**src/rtl/axi_wr_pkg.sv**
```systemverilog
// axi_wr_pkg: shared encodings, FSM states and strobe helper for the write burst generator
package axi_wr_pkg;
  typedef enum logic [1:0] {BURST_FIXED = 2'd0, BURST_INCR = 2'd1, BURST_WRAP = 2'd2} burst_e;
  typedef enum logic [1:0] {S_IDLE, S_AW, S_W, S_B} state_e;
  localparam logic [1:0] RESP_OKAY = 2'b00;
  localparam logic [1:0] RESP_SLVERR = 2'b10;
  localparam int unsigned BOUND_4K = 4096;
  function automatic logic [7:0] strb_f(input logic [2:0] lane, input logic [2:0] size);
    logic [3:0] nb;
    logic [2:0] base;
    nb = 4'd1 << size;
    base = lane & ~3'(nb - 4'd1);
    return (8'((9'd1 << nb) - 9'd1) << base) & (8'hFF << lane);
  endfunction
endpackage

```
**src/rtl/axi_beat_addr.sv**
```systemverilog
// axi_beat_addr: combinational byte address of beat idx_i within a FIXED/INCR/WRAP burst
module axi_beat_addr import axi_wr_pkg::*; #(
  parameter int AW = 32
) (
  input  logic [AW-1:0] start_i,
  input  logic [7:0]    len_i,
  input  logic [2:0]    size_i,
  input  logic [1:0]    burst_i,
  input  logic [7:0]    idx_i,
  output logic [AW-1:0] addr_o
);
  logic [AW-1:0] bytes, aligned, off, wmask, base;
  assign bytes = AW'(1) << size_i;
  assign aligned = start_i & ~(bytes - AW'(1));
  assign off = AW'(idx_i) << size_i;
  assign wmask = ((AW'(len_i) + AW'(1)) << size_i) - AW'(1);
  assign base = start_i & ~wmask;
  assign addr_o = burst_i == BURST_FIXED ? start_i :
                  burst_i == BURST_WRAP  ? (base | ((aligned + off) & wmask)) :
                  idx_i == 8'd0          ? start_i : aligned + off;
endmodule

```
**src/rtl/axi_wr_burst_gen.sv**
```systemverilog
// axi_wr_burst_gen: one-command-at-a-time AXI write burst source; AXI_WR_GEN_BRESP_CHK_EN enables err_sticky
module axi_wr_burst_gen import axi_wr_pkg::*; #(
  parameter int AW = 32,
  parameter int DW = 64
) (
  input  logic          clk,
  input  logic          resetn,
  input  logic          cmd_valid,
  output logic          cmd_ready,
  input  logic [AW-1:0] cmd_addr,
  input  logic [7:0]    cmd_len,
  input  logic [2:0]    cmd_size,
  input  logic [1:0]    cmd_burst,
  input  logic [DW-1:0] cmd_seed,
  output logic [AW-1:0] awaddr_in,
  output logic [7:0]    awlen_in,
  output logic [2:0]    awsize_in,
  output logic [1:0]    awburst_in,
  output logic          awvalid_in,
  input  logic          axi_awready,
  output logic [DW-1:0] wdata_in,
  output logic [7:0]    wstrb_in,
  output logic          wvalid_in,
  input  logic          axi_wready,
  output logic          bready_in,
  input  logic          axi_bvalid,
  input  logic [1:0]    axi_bresp,
  output logic          done,
  output logic [1:0]    done_resp,
  output logic          err_sticky
);
  state_e        state_q;
  logic          cmd_ready_q, awvalid_q, wvalid_q, bready_q, done_q;
  logic [AW-1:0] addr_q;
  logic [7:0]    len_q, beat_q;
  logic [2:0]    size_q;
  logic [1:0]    burst_q, done_resp_q;
  logic [DW-1:0] seed_q, wdata_q;
  logic [7:0]    wstrb_q;
  logic [AW-1:0] cmd_bytes_d, cmd_last_d, beat_addr_d;
  logic [7:0]    idx_d;
  logic          cross_d, wrap_ok_d, legal_d;

  assign cmd_bytes_d = AW'(1) << cmd_size;
  assign cmd_last_d = (cmd_addr & ~(cmd_bytes_d - AW'(1))) + ((AW'(cmd_len) + AW'(1)) << cmd_size) - AW'(1);
  assign cross_d = (cmd_addr ^ cmd_last_d) >= AW'(BOUND_4K);
  assign wrap_ok_d = cmd_len inside {8'd1, 8'd3, 8'd7, 8'd15};
  assign legal_d = cmd_size <= 3'd3 && cmd_burst != 2'd3 &&
                   (cmd_burst != BURST_WRAP || wrap_ok_d) && (cmd_burst != BURST_INCR || !cross_d);
  assign idx_d = state_q == S_W ? beat_q + 8'd1 : 8'd0;

  axi_beat_addr #(.AW(AW)) u_addr (
    .start_i(addr_q),
    .len_i  (len_q),
    .size_i (size_q),
    .burst_i(burst_q),
    .idx_i  (idx_d),
    .addr_o (beat_addr_d)
  );

  // command FSM with registered channel outputs; beat payload is loaded one handshake ahead
  always_ff @(posedge clk or negedge resetn)
    if (!resetn) begin
      state_q <= S_IDLE;
      cmd_ready_q <= 1'b1;
      awvalid_q <= 1'b0;
      wvalid_q <= 1'b0;
      bready_q <= 1'b0;
      done_q <= 1'b0;
      done_resp_q <= 2'b00;
      addr_q <= '0;
      len_q <= '0;
      size_q <= '0;
      burst_q <= '0;
      seed_q <= '0;
      beat_q <= '0;
      wdata_q <= '0;
      wstrb_q <= '0;
    end else begin
      done_q <= 1'b0;
      case (state_q)
        S_IDLE: if (cmd_valid) begin
          if (legal_d) begin
            addr_q <= cmd_addr;
            len_q <= cmd_len;
            size_q <= cmd_size;
            burst_q <= cmd_burst;
            seed_q <= cmd_seed;
            cmd_ready_q <= 1'b0;
            awvalid_q <= 1'b1;
            state_q <= S_AW;
          end else begin
            done_q <= 1'b1;
            done_resp_q <= RESP_SLVERR;
          end
        end
        S_AW: if (axi_awready) begin
          awvalid_q <= 1'b0;
          wvalid_q <= 1'b1;
          beat_q <= 8'd0;
          wdata_q <= seed_q;
          wstrb_q <= strb_f(beat_addr_d[2:0], size_q);
          state_q <= S_W;
        end
        S_W: if (axi_wready) begin
          if (beat_q == len_q) begin
            wvalid_q <= 1'b0;
            bready_q <= 1'b1;
            state_q <= S_B;
          end else begin
            beat_q <= idx_d;
            wdata_q <= seed_q + DW'(idx_d);
            wstrb_q <= strb_f(beat_addr_d[2:0], size_q);
          end
        end
        S_B: if (axi_bvalid) begin
          bready_q <= 1'b0;
          done_q <= 1'b1;
          done_resp_q <= axi_bresp;
          cmd_ready_q <= 1'b1;
          state_q <= S_IDLE;
        end
        default: state_q <= S_IDLE;
      endcase
    end

`ifdef AXI_WR_GEN_BRESP_CHK_EN
  logic err_q;
  // remember any rejected command or non-OKAY response until reset
  always_ff @(posedge clk or negedge resetn)
    if (!resetn) err_q <= 1'b0;
    else if ((state_q == S_IDLE && cmd_valid && !legal_d) ||
             (state_q == S_B && axi_bvalid && axi_bresp != RESP_OKAY)) err_q <= 1'b1;
  assign err_sticky = err_q;
`else
  assign err_sticky = 1'b0;
`endif

  assign cmd_ready = cmd_ready_q;
  assign awaddr_in = addr_q;
  assign awlen_in = len_q;
  assign awsize_in = size_q;
  assign awburst_in = burst_q;
  assign awvalid_in = awvalid_q;
  assign wdata_in = wdata_q;
  assign wstrb_in = wstrb_q;
  assign wvalid_in = wvalid_q;
  assign bready_in = bready_q;
  assign done = done_q;
  assign done_resp = done_resp_q;
endmodule
```
**config.mk**
```make
export PLATFORM = sky130hd
export DESIGN_NAME = axi_wr_burst_gen
export DESIGN_NICKNAME = d
export VERILOG_FILES = /design/src/rtl/axi_wr_pkg.sv /design/src/rtl/axi_beat_addr.sv /design/src/rtl/axi_wr_burst_gen.sv
export SDC_FILE = /design/constraint.sdc
export NUM_CORES = 1
export LEC_CHECK = 0
export CAP_MARGIN = 0
export CORE_UTILIZATION = 59
export DETAILED_ROUTE_END_ITERATION = 6
export DONT_BUFFER_PORTS = 1
export GPL_ROUTABILITY_DRIVEN = 0
export PLACE_DENSITY = 0.78
export SYNTH_ARGS = -nofsm -noshare
export SYNTH_HDL_FRONTEND = slang
export SYNTH_SLANG_ARGS = --single-unit
```
**constraint.sdc**
```tcl
create_clock -name clk -period 3.1 [get_ports clk]
set_input_delay 0.465 -clock clk [delete_from_list [all_inputs] [get_ports clk]]
set_output_delay 0.465 -clock clk [all_outputs]
set_load 0.02 [all_outputs]
```
Word-level counts from Yosys, hierarchy flattened

Index checks and enable logic that the tools add are counted.

Register bits: 198
Bits of input ports: 117

Multiplexer cells: 47
Bitwise gates (word level): 12
Reduce and logical (&&, ||, !) cells: 22
$lt $le $gt $ge: 2
Shifts and indexed selects: 9
$add $sub $neg: 12
Equal/unequal tests: 20

Operator list:

| cell                                                                     | number |
|---|---|
| 64-bit 2-to-1 mux                                                        | 3 |
| 64-bit case mux with 2 select lines                                      | 1 |
| 64-bit by 8-bit adder with 64-bit output                                 | 1 |
| 32-bit by 1-bit subtractor with 32-bit output (second input constant)    | 2 |
| 8-bit 2-to-1 mux                                                         | 7 |
| 32-bit adder                                                             | 1 |
| 32-bit bitwise AND                                                       | 1 |
| 32-bit by 13-bit >= comparator with 1-bit output (second input constant) | 1 |
| 32-bit NOT                                                               | 1 |
| 8-bit case mux with 2 select lines                                       | 2 |
| 1-bit by 3-bit << shifter with 32-bit output (first input constant)      | 1 |
| 32-bit by 3-bit << shifter with 3-bit output                             | 1 |
| 9-bit by 3-bit << shifter with 32-bit output                             | 1 |
| 32-bit XOR                                                               | 1 |
| 4-bit AND reduction                                                      | 6 |
| 8-bit by 1-bit adder with 9-bit output (second input constant)           | 2 |
| 2-bit 2-to-1 mux                                                         | 9 |
| 2-bit inequality test (second input constant)                            | 9 |
| 1-bit 2-to-1 mux                                                         | 15 |
| 3-bit bitwise AND                                                        | 4 |
| 1-bit case mux with 2 select lines                                       | 5 |
| 3-bit 2-to-1 mux                                                         | 3 |
| 3-bit NOT                                                                | 3 |
| 3-bit by 1-bit subtractor with 3-bit output (second input constant)      | 3 |
| other kinds (31)                                                         | 41 |

Depth between registers and ports, before layout

Depth after elaboration: 15
Gate-level depth with buffers: 30

Cells and area by module

Synthesis repeated with hierarchy kept, for this count alone.

Cell total of the unflattened synthesis: 1880
Area, all modules: 16570.9 sq um

By module, submodules not included:

| module           | instances | cells each | area an instance (sq um) | seq. area each (sq um) |
|---|---|---|---|---|
| axi_wr_burst_gen | 1         | 1399       | 13260.2                  | 4956.0 |
| axi_beat_addr    | 1         | 481        | 3310.7                   | 0.0 |

Worst setup path before layout

Ideal clock, no wire load.

Kind: input to register
From: input port cmd_size[0]
To: register addr_q[0], in the netlist awaddr_in[0]
Stages on the path: 23
Data required time: 2.975 ns
Data arrival time: 5.367 ns
Slack: -2.392 ns
Path through: clkbuf_1 clkbuf_1 clkbuf_1 nand2_1 ha_1 nand2_1 clkbuf_1 nand2_1 ha_1 inv_1 ha_1 and3_4 a31o_1 o31a_1 a2111o_1 nor4_2 nand4_1 nor3_2 a32oi_2 or2_4 buf_12 buf_12 mux2_4

Longest elaborated chain between the ends: 12
Elaborated cells between the ends (all ways): 16

Ends and longest elaborated chain:

| what                                             | line                   | RTL |
|---|---|---|
| from (decl)                                      | axi_wr_burst_gen.sv:12 | `input logic [2:0] cmd_size,` |
| 1-bit by 3-bit << shifter with 32-bit output     | axi_wr_burst_gen.sv:44 | `assign cmd_bytes_d = AW'(1) << cmd_size;` |
| 32-bit by 1-bit subtractor with 32-bit output    | axi_wr_burst_gen.sv:45 | `assign cmd_last_d = (cmd_addr & ~(cmd_bytes_d - AW'(1))) + ((AW'(cmd_len) + AW'(1)) << cmd_size) - AW'(1);` |
| 32-bit NOT                                       | axi_wr_burst_gen.sv:45 |  |
| 32-bit bitwise AND                               | axi_wr_burst_gen.sv:45 |  |
| 32-bit adder                                     | axi_wr_burst_gen.sv:45 |  |
| 32-bit by 1-bit subtractor with 32-bit output    | axi_wr_burst_gen.sv:45 |  |
| 32-bit XOR                                       | axi_wr_burst_gen.sv:46 | `assign cross_d = (cmd_addr ^ cmd_last_d) >= AW'(BOUND_4K);` |
| 32-bit by 13-bit >= comparator with 1-bit output | axi_wr_burst_gen.sv:46 |  |
| 1-bit zero test                                  | axi_wr_burst_gen.sv:49 | `(cmd_burst != BURST_WRAP \|\| wrap_ok_d) && (cmd_burst != BURST_INCR \|\| !cross_d);` |
| 1-bit logical OR                                 | axi_wr_burst_gen.sv:49 |  |
| 1-bit logical AND (*)                            | axi_wr_burst_gen.sv:49 |  |
| 3-bit AND reduction (no source line) (*)         | n/a                    |  |
| to (signal assigned)                             | axi_wr_burst_gen.sv:84 | `addr_q <= cmd_addr;` |
| to (decl)                                        | axi_wr_burst_gen.sv:34 | `logic [AW-1:0] addr_q;` |

Mark *: on every way between the ends. The rest lies on a longest branch, timed or not.
A chain may end at the register's enable or synchronous reset.

Worst setup path in the final report

From: input port cmd_len[0]
To: register burst_q[1], in the netlist awburst_in[1]

Longest elaborated chain between the ends: 10
Elaborated cells between the ends (all ways): 17

Ends and longest elaborated chain:

| what                                             | line                   | RTL |
|---|---|---|
| from (decl)                                      | axi_wr_burst_gen.sv:11 | `input logic [7:0] cmd_len,` |
| 8-bit by 1-bit adder with 9-bit output           | axi_wr_burst_gen.sv:45 |  |
| 9-bit by 3-bit << shifter with 32-bit output     | axi_wr_burst_gen.sv:45 |  |
| 32-bit adder                                     | axi_wr_burst_gen.sv:45 |  |
| 32-bit by 1-bit subtractor with 32-bit output    | axi_wr_burst_gen.sv:45 |  |
| 32-bit XOR                                       | axi_wr_burst_gen.sv:46 |  |
| 32-bit by 13-bit >= comparator with 1-bit output | axi_wr_burst_gen.sv:46 |  |
| 1-bit zero test                                  | axi_wr_burst_gen.sv:49 |  |
| 1-bit logical OR                                 | axi_wr_burst_gen.sv:49 |  |
| 1-bit logical AND (*)                            | axi_wr_burst_gen.sv:49 |  |
| 3-bit AND reduction (no source line) (*)         | n/a                    |  |
| to (signal assigned)                             | axi_wr_burst_gen.sv:87 | `burst_q <= cmd_burst;` |
| to (decl)                                        | axi_wr_burst_gen.sv:37 | `logic [1:0] burst_q, done_resp_q;` |

Marked as above.

==> impl_results.md <==
* DRT Wirelength at around 40000 um
* Ranking of synthesized cells by area: dfrtp_1 36%, mux2_4 11%, ha_1 6.3%
* Root buf cell: clkbuf_16
* Worst Setup SP: cmd_len[0]
* Post-Syn Nets at between 1500 and 2000
* CP bufs+invs at 3
* Final net count at roughly 1800
* RSZ-0062 raised after global routing: true
* Critical Path Start Type: primary input
* Drt first-iter violations at roughly 800
* Die H at 154 um
* Clock sink count at between 150 and 200
* Largest net degree at the start of global routing at between 150 and 200
* Reg2reg end: wdata_in[16]
* Pwr dens at 855 nW/um2
* Fin crit share at 149%
* Starting Density at 60.1%
* Non-Filler Instances at around 1900
* PortBufs at 0
* Synthesis-stage register bit count at roughly 200
* Final instance area at between 15000 and 20000 um2
* Worst Setup End Kind: flip-flop
* Core area at 22600 um2
* Most numerous cell in the Yosys netlist: dfrtp_1
* Avg Cell Area, Syn at 9.40 um2
* GRT Overall Usage at a little under a third
* Synth warnings at 0
* Endpoints failing setup at between 100 and 150
* Reg2Reg Launch Point: beat_q[0]
* Clock slew at reported path FFs at 0.08 ns
* Slew at the pin closest to its max-slew limit at slightly below 0.6 ns
* Grt total ovfl at 0
* Slowest stage delay, CP at around 0.45 ns
* # DRC at 0
* First-pass GRT wire length at approximately 58000 um
* Top FF cell, synth: dfrtp_1
* Fin crit period at 4.61 ns
* WP data arrival at slightly below 5 ns
* DRT antenna net count at 0
* Internal reg-to-reg setup slack at -0.01 ns
* Post-synth EDFFs at 0
* Slew headroom at approximately 60%
* Inst Count DP at about 1800
* Longest Clk Path Bufs at 2
* Commonest cells in the netlist: 197 x dfrtp_1, 182 x nand2_1, 128 x o21ai_0
* Post-Syn Area at 13600 um2
* Crit path depth at 23
* Die footprint at between 20000 and 25000 um2
* Slew Viols, Final at 0
* Final WS setup at -1.51 ns
* WS Path Type: in2reg
* Cells after Synth at approximately 1400
* FF-to-FF path depth at 17
* Worst-skew pair later-pin latency at about 0.44 ns
* Worst Path Required at 3.42 ns
* Placement Cell Area at approximately 15000 um2
* Total iterations of the first detailed-routing run at 6
* Number of buffers created by CTS at 17
* CTS tree: yes
* Layout cells sized above 1 at 31.6%
* Ports at around 240
* Hold crit path type: in2async
* Hpwl dp at about 28000 um
* Number of global-route vias before repair at between 10000 and 15000
* Vias per inst at between 6 and 7
* Max Clock Freq at between 0.2 and 0.25 GHz
* Max Cap Viol at 0
* Top-area cell type share of the netlist area at between 30% and 40%
* Register area share after synthesis at between 30% and 40%
* Hold Violations, Final at roughly 200
* Floorplan row count at 55
* Synth cell types at 86
* H-tree depth at 4
* Kind of cell adding the most delay to the critical path: compound AO/OA/AOI/OAI gates
* Initial antenna violation count at 1
* Worst setup path endpoint: awburst_in[1]
* VDD IR-drop max at just under 0.6 mV
* CP Cell Sequence: ha_4 > nor2b_4 > a22o_1 > a32o_2 > nor2_4 > nor2_1 > a21oi_2 > mux2i_1 > ha_1 > inv_1 > ha_1 > o21ai_0 > a21oi_1 > a21oi_1 > or4_4 > a2111oi_4 > nand4_1 > nor3_2 > a32oi_2 > or2_4 > buf_4 > clkbuf_16 > mux2_4
* Chip width at around 150 um
* Max FO, Critical Path at 8
* Hold slack final at -0.283 ns
* Ys async rst share at between 90% and 100%
* Worst clock skew at about 0.020 ns
* Worst path slowest cell: or4_4
* Drt wl/cell at slightly above 20 um
* Outcome: complete, but fails checks
* Via Count at 11600
* Violated checks: hold timing, setup timing
* P_leak at 7.90 nW
* Layout area overhead at 23.3%
* Area leader, netlist: dfrtp_1
==> state kept, by name, indices dropped and copies added, names as in the netlist, 2 cells and up <==
register,flops
awaddr_in,32
awburst_in,2
awlen_in,8
awsize_in,3
beat_q,8
done_resp,2
seed_q,64
state_q,2
wdata_in,64
wstrb_in,8
==> metrics by stage <==
| stage | power [mW] | hold slack [ns] | util (%) | setup WS, ns | TNS [ns] |
|---|---|---|---|---|---|
| 3_3_place_gp | 11.1 | 0.174 | 66.7 | -1.91 | -219.45 |
| 5_1_grt | 15.1 | -0.309 | 74.1 | -1.67 | -186.87 |
| 6_report | 14.3 | -0.283 | 74.1 | -1.51 | -167.32 |
| 2_1_floorplan | 9.64 | 0.169 | - | -1.78 | -202.11 |
| 3_5_place_dp | 11.4 | 0.173 | 66.7 | -2.05 | -238.90 |
| 4_1_cts | 13.8 | -0.298 | 70.9 | -1.49 | -164.93 |
==> cell type report <==
type / instances / area [um2]
sequential: 198 / 4960
multi-input combinational: 1075 / 8510
timing repair buffer: 227 / 1960
clock buffer: 17 / 425
tap: 285 / 357
fill: 1545 / 5840
inverter: 89 / 339
antenna: 1 / 2.50
clock inverter: 15 / 193
==> layout by cell type (no fill, tap or decap), drive strengths merged, types with 37 or more instances in the layout <==
cell type	instances
nand2	182
dfrtp	197
buf	224
xor2	37
o21ai	146
ha	68
nor2	74
nand3	46
inv	97
a21oi	68
mux2	105
xnor2	69
==> cells by family (layout without fill, tap and decap cells) <==
family,Yosys count,after routing,synth area share [%]
AOI/OAI and AO/OA,334,334,15.6
other,1,2,0.0276
and+or+nand+nor,438,439,15.2
buffers and inverters,172,348,6.22
muxes,124,124,12.8
xor gates and xnor gates,106,106,6.84
DFF,198,198,36.5
adders and majority gates,71,71,6.71
==> worst min-delay path by stage <==
| stage | to |
|---|---|
| after global routing | wdata_in[14] |
| after global placement | seed_q[18] |
| after detailed placement | wdata_in[18] |
| after floorplan | awaddr_in[0] |
| final | wdata_in[18] |
| after CTS | seed_q[18] |
==> what timing repair did <==
item | 4_1_cts | 5_1_grt
endpoints found under the hold margin | 198 | 198
pin swaps | 39 | 55
resized for setup | 48 | 122
cloned | 1 | 5
setup buffers | 13 | 20
endpoints found under the setup margin | 169 | 170
==> power by group <==
group	leakage [nW]	internal [mW]	switching, mW
logic	5.12	3.12	3.01
registers	2.48	3.76	2.11
clock network	0.296	1.12	1.18
==> per-layer routing <==
layer / track usage (%) / vias up / part of all wire (%) / wire (um)
li1: - / 5405 / - / -
met1: 36.4 / 5612 / 39 / 15400
met2: 54.3 / 528 / 50 / 19500
met3: 7.84 / 102 / 7.6 / 2970
met4: 12.4 / 0 / 3.5 / 1360
met5: 0 / - / 0 / 0
Note: power is estimated with default switching activity, not from simulation.
